File: src/rtl/move_sched_if.sv
// Move handshake bus between the move scheduler and the game-board datapath.
// The scheduler drives the request side (master); the datapath answers with move_ack (slave).
interface move_sched_if #(
    parameter int XW = 5,
    parameter int YW = 5
);
    logic          move_req;
    logic [1:0]    move_dir;
    logic [XW-1:0] tgt_x;
    logic [YW-1:0] tgt_y;
    logic          move_ack;

    modport master (
        output move_req,
        output move_dir,
        output tgt_x,
        output tgt_y,
        input  move_ack
    );

    modport slave (
        input  move_req,
        input  move_dir,
        input  tgt_x,
        input  tgt_y,
        output move_ack
    );
endinterface

File: src/rtl/move_sched.sv
// move_sched: buffers debounced L/R/U/D pulses in a small FIFO and issues them one at a
// time as paced, bounds-checked position moves over a req/ack handshake.
// The block owns the committed player position (pos_x, pos_y).
// Optional feature: define MOVE_WRAP_EN to make out-of-range targets wrap to the
// opposite edge instead of being discarded.
// The interface instance connected to bus must use the same XW/YW as this module.
module move_sched #(
    parameter int DEPTH  = 4,
    parameter int XW     = 5,
    parameter int YW     = 5,
    parameter int X_MAX  = 19,
    parameter int Y_MAX  = 14,
    parameter int X_INIT = 9,
    parameter int Y_INIT = 7,
    parameter int PACE   = 187500
) (
    input  logic          clk,
    input  logic          clr,
    input  logic          L,
    input  logic          R,
    input  logic          U,
    input  logic          D,
    move_sched_if.master  bus,
    output logic [XW-1:0] pos_x,
    output logic [YW-1:0] pos_y,
    output logic          busy,
    output logic          ovf
);
    localparam int AW = $clog2(DEPTH);
    // Counter is wide enough for PACE-1 and never degenerates to a zero-width replication.
    localparam int CW = $clog2(PACE + 1) + 1;
    localparam logic [CW-1:0] CNT_ZERO = {CW{1'b0}};
    localparam logic [CW-1:0] CNT_ONE  = {{(CW-1){1'b0}}, 1'b1};
    localparam logic [CW-1:0] CNT_LOAD = CW'(PACE - 1);
    localparam logic [AW:0]   PTR_ONE  = {{AW{1'b0}}, 1'b1};
    localparam logic [XW:0]   X_ONE    = {{XW{1'b0}}, 1'b1};
    localparam logic [YW:0]   Y_ONE    = {{YW{1'b0}}, 1'b1};
    localparam logic [XW:0]   X_LIM    = (XW+1)'(X_MAX);
    localparam logic [YW:0]   Y_LIM    = (YW+1)'(Y_MAX);

    typedef enum logic [1:0] {
        IDLE  = 2'd0,
        ISSUE = 2'd1,
        COOL  = 2'd2
    } state_t;

    state_t        state_r, state_nxt;
    logic [1:0]    fifo_mem [DEPTH];
    logic [AW:0]   wr_ptr_r, rd_ptr_r, wr_ptr_nxt, rd_ptr_nxt;
    logic [CW-1:0] cnt_r;
    logic          req_r, busy_r, ovf_r;
    logic [1:0]    dir_r;
    logic [XW-1:0] tgt_x_r, pos_x_r, tgt_x_s;
    logic [YW-1:0] tgt_y_r, pos_y_r, tgt_y_s;
    logic [XW:0]   nx_s;
    logic [YW:0]   ny_s;
    logic [1:0]    win_dir_s, head_s;
    logic          any_s, multi_s, empty_s, full_s, wr_s, pop_s, issue_s, commit_s;
    logic          in_bounds_s, ovf_nxt, busy_nxt;

    assign empty_s = (wr_ptr_r == rd_ptr_r);
    assign full_s  = (wr_ptr_r[AW] != rd_ptr_r[AW]) && (wr_ptr_r[AW-1:0] == rd_ptr_r[AW-1:0]);
    assign head_s  = fifo_mem[rd_ptr_r[AW-1:0]];

    // Input arbitration: L beats R beats U beats D; losers and full-FIFO drops raise ovf.
    always_comb begin
        any_s   = L | R | U | D;
        multi_s = ($countones({L, R, U, D}) > 32'd1);
        if (L) begin
            win_dir_s = 2'b00;
        end else if (R) begin
            win_dir_s = 2'b01;
        end else if (U) begin
            win_dir_s = 2'b10;
        end else begin
            win_dir_s = 2'b11;
        end
        // A pop in the same cycle frees a slot, so a full FIFO still accepts the write.
        wr_s       = any_s && (!full_s || pop_s);
        ovf_nxt    = multi_s || (any_s && full_s && !pop_s);
        wr_ptr_nxt = wr_s  ? (wr_ptr_r + PTR_ONE) : wr_ptr_r;
        rd_ptr_nxt = pop_s ? (rd_ptr_r + PTR_ONE) : rd_ptr_r;
        busy_nxt   = (state_nxt != IDLE) || (wr_ptr_nxt != rd_ptr_nxt);
    end

    // Candidate target for the FIFO head, one extra bit so stepping below zero is visible.
    always_comb begin
        nx_s = {1'b0, pos_x_r};
        ny_s = {1'b0, pos_y_r};
        case (head_s)
            2'b00:   nx_s = {1'b0, pos_x_r} - X_ONE;
            2'b01:   nx_s = {1'b0, pos_x_r} + X_ONE;
            2'b10:   ny_s = {1'b0, pos_y_r} - Y_ONE;
            2'b11:   ny_s = {1'b0, pos_y_r} + Y_ONE;
            default: nx_s = {1'b0, pos_x_r};
        endcase
    end

    // Board bounds: wrap to the opposite edge or flag the move for discard.
    always_comb begin
`ifdef MOVE_WRAP_EN
        in_bounds_s = 1'b1;
        if (nx_s > X_LIM) begin
            tgt_x_s = (head_s == 2'b00) ? XW'(X_MAX) : {XW{1'b0}};
        end else begin
            tgt_x_s = nx_s[XW-1:0];
        end
        if (ny_s > Y_LIM) begin
            tgt_y_s = (head_s == 2'b10) ? YW'(Y_MAX) : {YW{1'b0}};
        end else begin
            tgt_y_s = ny_s[YW-1:0];
        end
`else
        in_bounds_s = (nx_s <= X_LIM) && (ny_s <= Y_LIM);
        tgt_x_s     = nx_s[XW-1:0];
        tgt_y_s     = ny_s[YW-1:0];
`endif
    end

    // Scheduler next state: pop in IDLE, wait for ack in ISSUE, count down in COOL.
    always_comb begin
        state_nxt = state_r;
        pop_s     = 1'b0;
        issue_s   = 1'b0;
        commit_s  = 1'b0;
        case (state_r)
            IDLE: begin
                if (!empty_s) begin
                    pop_s = 1'b1;
                    if (in_bounds_s) begin
                        issue_s   = 1'b1;
                        state_nxt = ISSUE;
                    end else begin
                        state_nxt = IDLE;
                    end
                end else begin
                    state_nxt = IDLE;
                end
            end
            ISSUE: begin
                if (bus.move_ack) begin
                    commit_s  = 1'b1;
                    state_nxt = COOL;
                end else begin
                    state_nxt = ISSUE;
                end
            end
            COOL: begin
                if (cnt_r == CNT_ZERO) begin
                    state_nxt = IDLE;
                end else begin
                    state_nxt = COOL;
                end
            end
            default: state_nxt = IDLE;
        endcase
    end

    // Scheduler state register.
    always_ff @(posedge clk or posedge clr) begin
        if (clr) begin
            state_r <= IDLE;
        end else begin
            state_r <= state_nxt;
        end
    end

    // Command FIFO storage and pointers.
    always_ff @(posedge clk or posedge clr) begin
        if (clr) begin
            wr_ptr_r <= {(AW+1){1'b0}};
            rd_ptr_r <= {(AW+1){1'b0}};
            for (int i = 0; i < DEPTH; i++) begin
                fifo_mem[i] <= 2'b00;
            end
        end else begin
            if (wr_s) begin
                fifo_mem[wr_ptr_r[AW-1:0]] <= win_dir_s;
            end
            wr_ptr_r <= wr_ptr_nxt;
            rd_ptr_r <= rd_ptr_nxt;
        end
    end

    // Handshake registers, committed position and cool-down counter.
    always_ff @(posedge clk or posedge clr) begin
        if (clr) begin
            req_r   <= 1'b0;
            dir_r   <= 2'b00;
            tgt_x_r <= {XW{1'b0}};
            tgt_y_r <= {YW{1'b0}};
            pos_x_r <= XW'(X_INIT);
            pos_y_r <= YW'(Y_INIT);
            cnt_r   <= CNT_ZERO;
        end else begin
            if (issue_s) begin
                req_r   <= 1'b1;
                dir_r   <= head_s;
                tgt_x_r <= tgt_x_s;
                tgt_y_r <= tgt_y_s;
            end else if (commit_s) begin
                req_r   <= 1'b0;
                pos_x_r <= tgt_x_r;
                pos_y_r <= tgt_y_r;
                cnt_r   <= CNT_LOAD;
            end else if ((state_r == COOL) && (cnt_r != CNT_ZERO)) begin
                cnt_r <= cnt_r - CNT_ONE;
            end
        end
    end

    // Registered status flags.
    always_ff @(posedge clk or posedge clr) begin
        if (clr) begin
            busy_r <= 1'b0;
            ovf_r  <= 1'b0;
        end else begin
            busy_r <= busy_nxt;
            ovf_r  <= ovf_nxt;
        end
    end

    assign bus.move_req = req_r;
    assign bus.move_dir = dir_r;
    assign bus.tgt_x    = tgt_x_r;
    assign bus.tgt_y    = tgt_y_r;
    assign pos_x        = pos_x_r;
    assign pos_y        = pos_y_r;
    assign busy         = busy_r;
    assign ovf          = ovf_r;
endmodule
File: src/flat_wrapper.sv
// flat-port wrapper written by rule: the top's interface ports become plain ports
module move_sched_flat 
#(
    parameter int DEPTH  = 4,
    parameter int XW     = 5,
    parameter int YW     = 5,
    parameter int X_MAX  = 19,
    parameter int Y_MAX  = 14,
    parameter int X_INIT = 9,
    parameter int Y_INIT = 7,
    parameter int PACE   = 187500
)
  (clk, clr, L, R, U, D, pos_x, pos_y, busy, ovf, bus_move_req, bus_move_dir, bus_tgt_x, bus_tgt_y, bus_move_ack);
  move_sched_if #(.XW(XW), .YW(YW)) bus_i ();
  input  logic clk;
  input  logic clr;
  input  logic L;
  input  logic R;
  input  logic U;
  input  logic D;
  output logic [XW-1:0] pos_x;
  output logic [YW-1:0] pos_y;
  output logic busy;
  output logic ovf;
  output wire logic [$bits(bus_i.move_req)-1:0] bus_move_req;
  output wire logic [$bits(bus_i.move_dir)-1:0] bus_move_dir;
  output wire logic [$bits(bus_i.tgt_x)-1:0] bus_tgt_x;
  output wire logic [$bits(bus_i.tgt_y)-1:0] bus_tgt_y;
  input wire logic [$bits(bus_i.move_ack)-1:0] bus_move_ack;
  assign bus_move_req = bus_i.move_req;
  assign bus_move_dir = bus_i.move_dir;
  assign bus_tgt_x = bus_i.tgt_x;
  assign bus_tgt_y = bus_i.tgt_y;
  assign bus_i.move_ack = bus_move_ack;
  move_sched #(.DEPTH(DEPTH), .XW(XW), .YW(YW), .X_MAX(X_MAX), .Y_MAX(Y_MAX), .X_INIT(X_INIT), .Y_INIT(Y_INIT), .PACE(PACE)) u_core (.clk(clk), .clr(clr), .L(L), .R(R), .U(U), .D(D), .bus(bus_i), .pos_x(pos_x), .pos_y(pos_y), .busy(busy), .ovf(ovf));
endmodule
File: config.mk
export PLATFORM = sky130hd
export DESIGN_NAME = move_sched_flat
export DESIGN_NICKNAME = d
export VERILOG_FILES = /design/src/rtl/move_sched_if.sv /design/src/rtl/move_sched.sv /design/src/flat_wrapper.sv
export SDC_FILE = /design/constraint.sdc
export NUM_CORES = 1
export LEC_CHECK = 0
export ABC_AREA = 1
export BUFFER_PORTS_ARGS = -buffer_cell sky130_fd_sc_hd__buf_2
export CAP_MARGIN = 20
export CORE_ASPECT_RATIO = 2
export CORE_UTILIZATION = 62
export CTS_BUF_LIST = sky130_fd_sc_hd__clkbuf_4
export DETAILED_ROUTE_END_ITERATION = 12
export GPL_ROUTABILITY_DRIVEN = 0
export PLACE_DENSITY_LB_ADDON = 0.05
export SYNTH_ARGS = -nofsm -noshare
export SYNTH_HDL_FRONTEND = slang
export SYNTH_SLANG_ARGS = --single-unit
File: constraint.sdc
create_clock -name clk -period 3 [get_ports clk]
set_input_delay 0.6 -clock clk [delete_from_list [all_inputs] [get_ports clk]]
set_output_delay 0.6 -clock clk [all_outputs]
set_load 0.005 [all_outputs]
==> results of run 1 <==
[cells by family (layout without fill, tap and decap cells)]
group / after synthesis / in the layout / synth area share
AO/OA/AOI/OAI: 56 / 56 / 0.0914
XOR/XNOR: 6 / 6 / 0.0142
adder cells (fa/ha/maj): 21 / 21 / 0.0772
buffers and inverters: 71 / 119 / 0.0856
flip-flops: 60 / 60 / 0.408
multiplexers: 3 / 3 / 0.00880
other: 0 / 1 / 0
AND/OR/NAND/NOR: 273 / 273 / 0.315
[synthesized netlist by cell type, drive strengths merged]
cell type	n	area [um2]
xor2	1	8.76
dfstp	5	131
buf	7	71.3
inv	60	230
o21ai	32	183
dfrtp	55	1380
a21boi	1	7.51
a31oi	2	12.5
o311ai	1	8.76
nor3	10	50.1
nand3b	1	7.51
ha	18	225
nor3b	1	7.51
mux2	2	22.5
clkbuf	4	15.0
a311o	1	10.0
nor2	42	160
xnor2	5	43.8
mux2i	1	10.0
fa	3	60.1
o21a	4	30.0
and3	2	12.5
or3	1	6.26
nand3	38	200
nand4	4	25.0
a21oi	15	86.3
nand2	174	696
[per-layer routing]
metal / part of all wire / vias up / global-route usage
li1: - / 1650 / -
met1: 0.36 / 1502 / 0.291
met2: 0.56 / 70 / 0.558
met3: 0.030 / 35 / 0.0502
met4: 0.055 / 0 / 0.226
met5: 0 / - / 0
[worst max-delay path: cells and delay by family (launching register included)]
kind / cells / cell delay, ns
AO/OA/AOI/OAI: 2 / 0.38
adder cells (fa/ha/maj): 1 / 0.41
XOR/XNOR: 1 / 0.14
buffers and inverters: 2 / 0.34
AND/OR/NAND/NOR: 10 / 0.93
flip-flops: 1 / 0.48
[worst paths after layout]
kind                                          end  cells after the start                   start  slack [ns]
setup reg to reg              u_core.bus.tgt_x[2]                     16      u_core.rd_ptr_r[0]        0.26
min in group clk           u_core.bus.move_dir[0]                      2  u_core.bus.move_dir[0]        0.50
setup / recovery              u_core.bus.tgt_x[2]                     16      u_core.rd_ptr_r[0]        0.26
max in group asynchronous         u_core.pos_y[0]                      3                     clr        2.16
hold reg to reg            u_core.bus.move_dir[0]                      2  u_core.bus.move_dir[0]        0.50
hold / removal                 u_core.fifo_mem[1]                      2                     clr        0.16
[power groups by stage]
| stage | Combinational, mW | Sequential (mW) | Clock (mW) |
|---|---|---|---|
| floorplan | 2.65 | 1.40 | 0 |
| global placement | 3.19 | 1.47 | 0 |
| detailed placement | 3.31 | 1.48 | 0 |
| CTS | 3.33 | 1.47 | 0.470 |
| global route | 3.90 | 1.51 | 0.498 |
| finish | 3.41 | 1.47 | 0.458 |
[registers in the layout, summed over array words and instances (netlist names)]
register             count
u_core.bus.move_dir      2
u_core.bus.move_req      1
u_core.bus.tgt_x         5
u_core.bus.tgt_y         5
u_core.busy              1
u_core.cnt_r            19
u_core.fifo_mem          8
u_core.ovf               1
u_core.pos_x             5
u_core.pos_y             5
u_core.rd_ptr_r          3
u_core.state_r           2
u_core.wr_ptr_r          3
[repair_timing]
item                                   in CTS  in global routing
setup buffers                               0                  2
setup endpoints to repair                   0                 15
endpoints found under the hold margin       0                  0
resized for setup                           0                  6
[final cells by class]
| cell class | count | area (um2) | area share |
|---|---|---|---|
| flip-flops and latches | 60 | 1510 | 0.372 |
| well taps | 61 | 76.3 | 0.0188 |
| inverters | 60 | 230 | 0.0567 |
| repair buffers | 43 | 243 | 0.0598 |
| multi-input cells | 359 | 1900 | 0.467 |
| diodes | 1 | 2.50 | 0.000617 |
| clock inverters | 7 | 33.8 | 0.00832 |
| clock buffers | 9 | 67.6 | 0.0166 |
[stage by stage]
stage               setup TNS, ns  total power, mW  utilization
floorplan                       0             4.04            -
global placement                0             4.66        0.686
detailed placement              0             4.79        0.686
CTS                             0             5.26        0.704
global route               -0.169             5.91        0.711
finish                          0             5.34        0.711
==> results.json, run 1 <==
{
  "dpl-instance-area_um2": 3920,
  "drv.max_cap_violation_count": 0,
  "pwr-share-seq": 0.275,
  "crit_path_top_delay_cell": "sky130_fd_sc_hd__dfrtp_2",
  "mostFrequentLayoutCells": "159 x sky130_fd_sc_hd__nand2_1, 56 x sky130_fd_sc_hd__inv_1, 54 x sky130_fd_sc_hd__dfrtp_1, 41 x sky130_fd_sc_hd__nor2_1, 36 x sky130_fd_sc_hd__nand3_1",
  "switching_share": 0.511,
  "synth.yosys.seq_area_share": 0.408,
  "syn-instance-count": 490,
  "whs_ns": 0.161,
  "p_leak_nw": 2.13,
  "drt_iter0_drc": 99,
  "first_pass_grt_wire_length_um": 14800,
  "floorplan.initialDensity": 0.648,
  "timing.final.crit_period_ns": 2.74,
  "clockBufferDepth": 2,
  "final_common_cell": "sky130_fd_sc_hd__nand2_1",
  "timing.critical_path.required_ns": 3.35,
  "vias_in_the_first_global_route": 3475,
  "cts_tree": "done",
  "worstMarginPinSlew_ns": 0.407,
  "power_switching_mw": 2.73,
  "route.antenna.remaining_nets": 0,
  "tritoncts.num_buffers": 9,
  "finalMaxSlewViolations": 0,
  "timing.critical_path.from_type": "flop",
  "number_of_antenna_violations_at_the_first_check_in_global_routing": 1,
  "postSynthNetCount": 518,
  "final-setup-viol-count": 0,
  "power_density_nw_per_um2": 1320,
  "status": "finished clean",
  "timing.setup.critical_path_class": "reg -> reg",
  "post-route-drc-count": 0,
  "crit_path_max_incr_delay_ns": 0.48,
  "clock.fmax_mhz": 365,
  "grt.overflow.total": 0,
  "pin_count_of_the_biggest_net_entering_global_routing": 23,
  "crit_path_frequent_cell": "sky130_fd_sc_hd__nand2_1",
  "place_ws_ns": 0.116,
  "crit_chain": "inv_6, nand2_1, nand2_1, nand2_1, nand2_1, nand2_2, fa_1, xnor2_1, o21ai_0, nand2_1, nor2_1, nor2_1, nand2_2, buf_4, nand2_2, o21ai_2",
  "clock_sinks": 60,
  "syn_to_final_growth_pct": 9.78,
  "min_period_over_period": 0.914,
  "route.vias.total": 3257,
  "grt_usage": 0.306,
  "design_area_um2": 4060,
  "post_route_cells_drive_above_1_share": 0.182,
  "synthesis.area_per_instance_um2": 7.55,
  "design.final.nets": 561,
  "yosys_warnings": 0,
  "synth.ff_latch_count": 60,
  "fin_cells": 600,
  "fillers": 489,
  "drt_first_pass_iters": 4,
  "clock_tree.root_cell": "sky130_fd_sc_hd__clkbuf_4",
  "via_per_inst": 5.43,
  "placementRows": 39,
  "cts.htree.levels": 3,
  "placedCellCount": 581,
  "dp_hpwl_um": 6620,
  "detail_route.wirelength_um": 8450,
  "yosys.cell_types.count": 39,
  "core_um2": 5710,
  "worstSkewPairLatency_ns": 0.42,
  "io_pins": 32,
  "cp.arrival_ns": 3.10,
  "die_w_um": 56.6,
  "post_cts_hold_buffer_count": 0,
  "relSlewSlack": 0.728,
  "worst_setup_slack_after_layout_ns": 0.258,
  "fin_skew_ns": 0.0147,
  "syn_area_um2": 3700,
  "clkSlewWorstSetupHoldPaths_ns": 0.11,
  "dieArea_um2": 6300,
  "place.port_buffers": 31,
  "power.share.clock": 0.086,
  "power_frac_comb": 0.640,
  "critical_path_peak_fanout": 10,
  "cell_internal_pwr_mw": 2.61,
  "routed_len_inst_um": 14.1,
  "die_height_um": 111,
  "critPathCaptureType": "flop",
  "vdd_drop_max_uv": 1170,
  "worst_hold_path_type": "in -> async",
  "final_hold_viol_count": 0
}
No activity file was read; power rests on OpenSTA's default activity.
==> inputs of run 2 (changes only) <==
--- a/config.mk
+++ b/config.mk
@@ -9,6 +9,7 @@
 export BUFFER_PORTS_ARGS = -buffer_cell sky130_fd_sc_hd__buf_2
 export CAP_MARGIN = 20
 export CORE_ASPECT_RATIO = 2
+export CORE_MARGIN = 10
 export CORE_UTILIZATION = 62
 export CTS_BUF_LIST = sky130_fd_sc_hd__clkbuf_4
 export DETAILED_ROUTE_END_ITERATION = 12
==> results.json, run 2 (same netlist as run 1, synthesis figures left out) <==
{
  "clock.fmax_mhz": 368,
  "dpl-instance-area_um2": 3920,
  "antenna_cell_count": 0,
  "post-cts-setup-buffer-count": 0,
  "timing.critical_path.required_ns": 3.32,
  "clkSlewWorstSetupHoldPaths_ns": 0.10,
  "grt.overflow.total": 0,
  "route.vias.total": 3223,
  "design.final.nets": 557,
  "max_reg_flops": 19,
  "setup-tns-final_ns": 0,
  "tritoncts.num_buffers": 9,
  "routed_len_inst_um": 14.4,
  "vias_in_the_first_global_route": 3275,
  "timing.final.crit_period_ns": 2.72,
  "timing.setup.critical_path_class": "reg -> reg",
  "vdd_drop_max_uv": 640,
  "die_height_um": 129,
  "syn_to_final_growth_pct": 9.41,
  "pin_count_of_the_biggest_net_entering_global_routing": 24,
  "die_w_um": 74.6,
  "clockBufferDepth": 2,
  "final_common_cell": "sky130_fd_sc_hd__nand2_1",
  "worstSkewPairLatency_ns": 0.46,
  "fin_cells": 595,
  "power_switching_mw": 2.73,
  "pwr-share-seq": 0.272,
  "dieArea_um2": 9640,
  "multiInputGateArea_um2": 1890,
  "post_route_cells_drive_above_1_share": 0.178,
  "power_frac_comb": 0.635,
  "min_period_over_period": 0.906,
  "grt_setup_unrepaired": "no",
  "cell_internal_pwr_mw": 2.66,
  "post-layout-total-power_mw": 5.39,
  "critical_path_peak_fanout": 20,
  "placementRows": 39,
  "drt_iter0_drc": 237,
  "placedCellCount": 579,
  "post-route-drc-count": 0,
  "p_leak_nw": 2.13,
  "fillers": 480,
  "mostFrequentLayoutCells": "159 x sky130_fd_sc_hd__nand2_1, 56 x sky130_fd_sc_hd__inv_1, 54 x sky130_fd_sc_hd__dfrtp_1, 41 x sky130_fd_sc_hd__nor2_1, 36 x sky130_fd_sc_hd__nand3_1",
  "route.antenna.remaining_nets": 0,
  "regArea_um2": 1510,
  "design_area_um2": 4050,
  "whs_ns": 0.123,
  "place.port_buffers": 31,
  "core_um2": 5760,
  "critPathCaptureType": "flop",
  "reg_top3": "u_core.cnt_r: 19 flops, u_core.fifo_mem: 8 flops",
  "switching_share": 0.507,
  "cts_tree": "done",
  "first_pass_grt_wire_length_um": 14800,
  "power_density_nw_per_um2": 1330,
  "status": "finished clean",
  "grt_usage": 0.195,
  "relSlewSlack": 0.724,
  "final-setup-viol-count": 0,
  "power.share.clock": 0.092,
  "clock_tree.root_cell": "sky130_fd_sc_hd__clkbuf_4",
  "drv.max_cap_violation_count": 0,
  "io_pins": 32,
  "timing.critical_path.from_type": "flop",
  "dp_hpwl_um": 6380,
  "finalMaxSlewViolations": 0,
  "detail_route.wirelength_um": 8550,
  "final_hold_viol_count": 0,
  "clock_sinks": 60,
  "worst_hold_path_type": "in -> async",
  "r2r_cells": 15,
  "cts.htree.levels": 3,
  "fin_skew_ns": 0.0200,
  "worstMarginPinSlew_ns": 0.413,
  "registers.top_by_ff_count": "u_core.cnt_r",
  "cp.arrival_ns": 3.04,
  "floorplan.initialDensity": 0.642,
  "drt_first_pass_iters": 4,
  "number_of_antenna_violations_at_the_first_check_in_global_routing": 0,
  "via_per_inst": 5.42
}
## run 2: power groups by stage
stage          combinational [mW]  sequential (mW)  clock [mW]
2_1_floorplan                2.65             1.40           0
3_3_place_gp                 3.25             1.47           0
3_5_place_dp                 3.34             1.48           0
4_1_cts                      3.37             1.46       0.505
5_1_grt                      3.94             1.52       0.535
6_report                     3.42             1.47       0.498
## run 2: layout make-up
cell class                 instances  share of cell area
multi-input combinational        359               0.468
timing repair buffer              39              0.0563
tap                               61              0.0189
clock inverter                     4             0.00464
clock buffer                      12              0.0223
inverter                          60              0.0569
sequential                        60               0.373
## run 2: path summary, 6_finish.rpt
kind | from | endpoint | slack (ns)
max in group asynchronous | clr | u_core.pos_x[3] | 2.17
max | u_core.rd_ptr_r[0] | u_core.busy | 0.28
min reg2reg | u_core.bus.move_dir[1] | u_core.bus.move_dir[1] | 0.50
min | clr | u_core.pos_y[4] | 0.12
min in group clk | bus_move_ack | u_core.state_r[0] | 0.48
max reg2reg | u_core.rd_ptr_r[0] | u_core.busy | 0.28
## run 2: worst max-delay path, stage by stage (launching register included)
cell and delay (ns):
sky130_fd_sc_hd__dfrtp_2 0.50, sky130_fd_sc_hd__inv_6 0.12, sky130_fd_sc_hd__nand2_1 0.07, sky130_fd_sc_hd__nand2_1 0.06
sky130_fd_sc_hd__nand2_1 0.04, sky130_fd_sc_hd__nand2_1 0.12, sky130_fd_sc_hd__nand2_2 0.15, sky130_fd_sc_hd__fa_1 0.43
sky130_fd_sc_hd__xnor2_1 0.14, sky130_fd_sc_hd__o21ai_0 0.29, sky130_fd_sc_hd__nand2_1 0.08, sky130_fd_sc_hd__nor2_1 0.12
sky130_fd_sc_hd__nor2_1 0.06, sky130_fd_sc_hd__nand2_2 0.09, sky130_fd_sc_hd__buf_12 0.18, sky130_fd_sc_hd__nand4_1 0.13
## run 2: routing by layer
metal  up-vias  GRT usage  part of all wire
li1       1636          -                 -
met1      1503      0.201              0.37
met2        67      0.358              0.56
met3        17     0.0443             0.044
met4         0     0.0841             0.023
met5         -          0                 0
## run 2: metrics by stage
step,worst slack (ns),utilization
global route,0.0140,0.703
CTS,0.161,0.699
finish,0.281,0.703
global placement,0.252,0.680
floorplan,0.522,-
detailed placement,0.171,0.680
## run 2: what timing repair did
item                                    in CTS  in global routing
resized for setup                            0                  5
hold buffers                                 0                  0
endpoints found under the setup margin       0                 15
